--- src/rtl/id_sequencer.sv ---
// Instruction-ID sequencer: issues one registered 7-bit ID per execute cycle and
// owns the reset sequence, memory/IO holds, branch bubbles and halt/resume.
module id_sequencer #(
  parameter int         RESET_CYCLES = 2,
  parameter int         MEM_CYCLES   = 2,
  parameter logic [6:0] NOP_ID       = 7'd74
) (
  input  logic       clock,
  input  logic       reset,
  input  logic [6:0] decoded_id,
  input  logic       fetch_valid,
  output logic       fetch_ready,
  input  logic       take,
  input  logic       enable,
  input  logic       resume,
  output logic [6:0] ID,
  output logic       flush,
  output logic       busy,
  output logic [2:0] dbg_state
);

  // Handshake: decoded_id is consumed on a rising edge where fetch_valid and
  // fetch_ready are both high; fetch_ready depends only on the current state,
  // never on fetch_valid, and fetch_valid is ignored while fetch_ready is low.

  localparam logic [6:0] ID_RESET = 7'd100;
  localparam logic [6:0] ID_HALT  = 7'd75;
  localparam logic [6:0] ID_BR_A  = 7'd38;
  localparam logic [6:0] ID_BR_B  = 7'd73;
  localparam logic [6:0] ID_MAX   = 7'd100;

  localparam int CNT_MAX = (RESET_CYCLES > MEM_CYCLES) ? RESET_CYCLES : MEM_CYCLES;
  localparam int CW      = (CNT_MAX < 2) ? 1 : $clog2(CNT_MAX);

  typedef enum logic [2:0] {
    ST_RST    = 3'd0,
    ST_RUN    = 3'd1,
    ST_MEM    = 3'd2,
    ST_BUBBLE = 3'd3,
    ST_HALT   = 3'd4
  } state_t;

  state_t        state;
  logic [CW-1:0] counter;
  logic [6:0]    accept_id;

  function automatic logic [6:0] sanitize(input logic [6:0] d);
    return ((d == 7'd0) || (d > ID_MAX)) ? NOP_ID : d;
  endfunction

  function automatic logic is_mem(input logic [6:0] d);
    return ((d >= 7'd39) && (d <= 7'd55)) || ((d >= 7'd67) && (d <= 7'd72));
  endfunction

  function automatic logic is_branch(input logic [6:0] d);
    return (d == ID_BR_A) || (d == ID_BR_B);
  endfunction

  assign accept_id   = fetch_valid ? sanitize(decoded_id) : NOP_ID;
  assign fetch_ready = (state == ST_RUN);
  assign dbg_state   = state;

  always_ff @(posedge clock) begin
    if (!reset) begin
      state   <= ST_RST;
      ID      <= ID_RESET;
      counter <= CW'(RESET_CYCLES - 1);
      flush   <= 1'b0;
      busy    <= 1'b1;
    end else begin
      flush <= 1'b0;
      case (state)
        ST_RST: begin
          if (counter == '0) begin
            state <= ST_RUN;
            ID    <= NOP_ID;
            busy  <= 1'b0;
          end else begin
            counter <= counter - CW'(1);
          end
        end

        ST_RUN: begin
          if ((ID == ID_HALT) && !enable) begin
            state <= ST_HALT;
            busy  <= 1'b1;
          end else if (is_branch(ID) && take) begin
            // The instruction accepted alongside the branch is dropped here.
            state <= ST_BUBBLE;
            ID    <= NOP_ID;
            flush <= 1'b1;
            busy  <= 1'b1;
          end else begin
            ID <= accept_id;
            if (is_mem(accept_id)) begin
              state   <= ST_MEM;
              counter <= CW'(MEM_CYCLES - 1);
              busy    <= 1'b1;
            end
          end
        end

        ST_MEM: begin
          // Fetch is stalled while holding, so the exit edge can only issue a NOP.
          if (counter == '0) begin
            state <= ST_RUN;
            ID    <= NOP_ID;
            busy  <= 1'b0;
          end else begin
            counter <= counter - CW'(1);
          end
        end

        ST_BUBBLE: begin
          state <= ST_RUN;
          busy  <= 1'b0;
        end

        ST_HALT: begin
          if (resume) begin
            state <= ST_RUN;
            ID    <= NOP_ID;
            busy  <= 1'b0;
          end
        end

        default: begin
          state   <= ST_RST;
          ID      <= ID_RESET;
          counter <= CW'(RESET_CYCLES - 1);
          busy    <= 1'b1;
        end
      endcase
    end
  end

endmodule
--- config.mk ---
export PLATFORM = sky130hd
export DESIGN_NAME = id_sequencer
export DESIGN_NICKNAME = d
export VERILOG_FILES = /design/src/rtl/id_sequencer.sv
export SDC_FILE = /design/constraint.sdc
export NUM_CORES = 1
export LEC_CHECK = 0
export ABC_AREA = 0
export CAP_MARGIN = 20
export CORE_MARGIN = 2
export CORE_UTILIZATION = 30
export DETAILED_ROUTE_END_ITERATION = 8
export GPL_ROUTABILITY_DRIVEN = 0
export HOLD_SLACK_MARGIN = 0.03
export PLACE_DENSITY_LB_ADDON = 0.3
export SLEW_MARGIN = 20
export SYNTH_ARGS = -nofsm -noshare
export SYNTH_HDL_FRONTEND = slang
export SYNTH_SLANG_ARGS = --single-unit
--- constraint.sdc ---
create_clock -name clock -period 5.4 [get_ports clock]
set_input_delay 1.08 -clock clock [delete_from_list [all_inputs] [get_ports clock]]
set_output_delay 1.08 -clock clock [all_outputs]
set_load 0.005 [all_outputs]
==> metrics.md <==
| Metric | Value |
|---|---|
| Run status | `finished, final reports clean` |
| Ys Warns | `0` |
| Total Wirelength | `approximately 2.0 mm` |
| Mapped Area | `between 800 and 900 sq um` |
| Antenna violations before repair | `0` |
| GR Overflow Total | `0` |
| Largest net degree at the start of global routing | `12` |
| Vias per cell | `about 5.2` |
| Number of gates resized after cts | `0` |
| Count of cell types in the netlist | `42` |
| Num CTS Buffers | `3` |
| Sw Ratio | `0.3191` |
| Count leader, synth | `dfxtp_1` |
| ANT cells | `0` |
| Finished Cell Area | `roughly 0.0011 sq mm` |
| Die area | `just over 0.003 sq mm` |
| Least-Margin Pin Slew | `about 0.61 ns` |
| Maximum clock frequency | `around 340 MHz` |
| CTS max path bufs | `2` |
| CP startpoint kind | `input port` |
| Starting Density | `0.3213` |
| Finish-stage setup viols | `0` |
| Pre-CTS setup slack | `approximately 2.2 ns` |
| Tmin final | `slightly below 3 ns` |
| Commonest cells post-synth | `dfxtp_1 (13), nor2_1 (11), nand2_1 (8)` |
| Total GRT Usage | `0.1363` |
| Core area | `0.002500 sq mm` |
| Combinational share of power | `0.357` |
| First-pass GRT wire length | `3.394 mm` |
| Layout fillers | `~260` |
| Cell area power density | `approximately 260 mW/mm^2` |
| Clk_lat worst skew | `0.27 ns` |
| DR iter-0 viols | `10` |
| Async SR Flop Fraction | `0` |
| Fin nets | `between 100 and 150` |
| Largest cells by area after synthesis | `dfxtp_1 (32%), nor2_1 (5.1%), nand2_1 (3.7%)` |
| Worst Hold Class | `register to register` |
| Crit-path cells | `clkdlybuf4s50_1, nor4_2, a31o_2, nor4bb_1, o41ai_2, mux2_1` |
| # IOs | `26` |
| Setup WS post-layout | `between 2 and 2.5 ns` |
| CP Class | `input port to register` |
| Top_reg_cell synth | `dfxtp_1` |
| HPWL Detailed | `between 1.5 and 2 mm` |
| Final Max Tran Viols | `0` |
| Mapped Cells | `between 90 and 100` |
| Total leakage power | `between 0.3 and 0.4 nW` |
| Post-DP Area | `approximately 0.0011 sq mm` |
| H-Tree Depth | `1` |
| CP max stage delay | `approximately 0.47 ns` |
| Clk_skew | `0.003748 ns` |
| Clock group share of total power | `0.207` |
| Internal | `197.8 uW` |
| Flop pwr share | `0.436` |
| Synthesized Nets | `roughly 110` |
| Num rows | `18` |
| Worst VDD drop | `between 0.1 and 0.15 mV` |
| R2R setup slack | `3.43 ns` |
| Die H | `about 56 um` |
| Final hold viol count | `0` |
| Number of global-route vias before repair | `765` |
| Post-CTS setup repair buffer count | `0` |
| Clk slew on worst S/H paths | `0.08 ns` |
| Synth Area per Inst | `around 8.4 sq um` |
| Hold Buf Count CTS | `0` |
| Net Switching | `roughly 93 uW` |
| Clk root buf | `clkbuf_4` |
| Worst-path fanout max | `4` |
| Post-synth top area cell | `dfxtp_1` |
| RSZ-0062 raised after global routing | `no` |
| Rel. slew slack | `0.5814` |
| Seq cells post-synth | `13` |
| PortBufs | `25` |
| Critical Path AT | `roughly 3.1 ns` |
| Antenna Violating Nets Remaining | `0` |
| Die Width | `between 50 and 60 um` |
| Max-capacitance violation count | `0` |
| DR WL/cell | `between 10 and 15 um` |
| 1st-pass router iterations | `4` |
| Area share of the largest cell type after synthesis | `0.3240` |
| Share of cells above drive strength 1 | `0.08130` |
| Area Overhead vs Synth | `38.01%` |
| DRC Markers | `0` |
| Period utilization | `0.5455` |
| Setup TNS | `0 ns` |
| Sequential area share after synthesis | `0.3240` |
| Critical-path top delay cell | `clkdlybuf4s50_1` |
| Clk sinks | `13` |
| Post-layout util | `0.4434` |
| Crit. End Element | `register` |
| Post-synth EDFFs | `0` |
| Worst path required time | `5.57 ns` |
| CTS tree | `built` |
| Vias post-DR | `798` |
## layout make-up
class	instances	area, sq um	share of cell area
clock buffer	4	26.28	0.02370
inverter	5	18.77	0.01693
multi-input combinational	76	515.5	0.4650
sequential	13	260.3	0.2348
tap	30	37.54	0.03386
timing repair buffer	25	250.2	0.2257
## critical path: cells and delay by family
kind | cells | cell delay [ns]
multiplexers | 1 | 0.36
AND/OR/NAND/NOR | 2 | 0.49
buffers and inverters | 1 | 0.47
AO/OA/AOI/OAI | 2 | 0.71
## registers in the layout, indices dropped and copies added (netlist names)
| register | cells |
|---|---|
| ID | 7 |
| busy | 1 |
| counter | 1 |
| dbg_state | 3 |
| flush | 1 |
## worst paths after layout
kind,cells after the start,startpoint,to
setup / recovery,6,decoded_id[0],busy
hold / removal,2,ID[2],ID[2]
setup reg to reg,5,ID[1],busy
hold reg to reg,2,ID[2],ID[2]
## per-layer routing
layer,up-vias,global-route usage,share of wire,routed length (um)
met5,-,0,0,0
met4,0,0.08362,0.016,31
met3,2,0.006977,0.038,76
met2,20,0.2194,0.45,896
met1,357,0.1780,0.49,975
li1,419,-,-,-
## logic make-up (layout without fill, tap and decap cells)
logic type                 Yosys count  count (layout)  share of synthesized area
adders and majority gates            1               1                    0.01246
and+or+nand+nor                     47              47                     0.3567
AOI/OAI and AO/OA                   25              25                     0.2337
muxes                                3               3                    0.03894
DFF                                 13              13                     0.3240
buffers and inverters                7              34                    0.03426
## placed cells by master, fill, tap and decap left out, types with 3 or more instances in the layout
cell             count
a21oi_1              4
clkbuf_4             3
clkdlybuf4s50_1     25
dfxtp_1             13
inv_1                5
nand2_1              8
nand3_1              5
nor2_1              11
nor2b_1              3
o31ai_1              3
## metrics by stage
stage | hold slack [ns] | std cells | total power, mW
2_1_floorplan | 0.4801 | 96 | 0.1823
3_3_place_gp | 0.4889 | 149 | 0.2314
3_5_place_dp | 0.5016 | 149 | 0.2329
4_1_cts | 0.5123 | 153 | 0.2923
5_1_grt | 0.5401 | 153 | 0.3099
6_report | 0.5176 | 153 | 0.2906
## power groups by stage
stage,sequential [mW],clock (mW),combinational (mW)
finish,0.127,0.0600,0.104
global route,0.130,0.0653,0.114
CTS,0.127,0.0614,0.104
detailed placement,0.129,0,0.104
global placement,0.128,0,0.103
floorplan,0.124,0,0.0586
(Power assumes the default switching activity.)
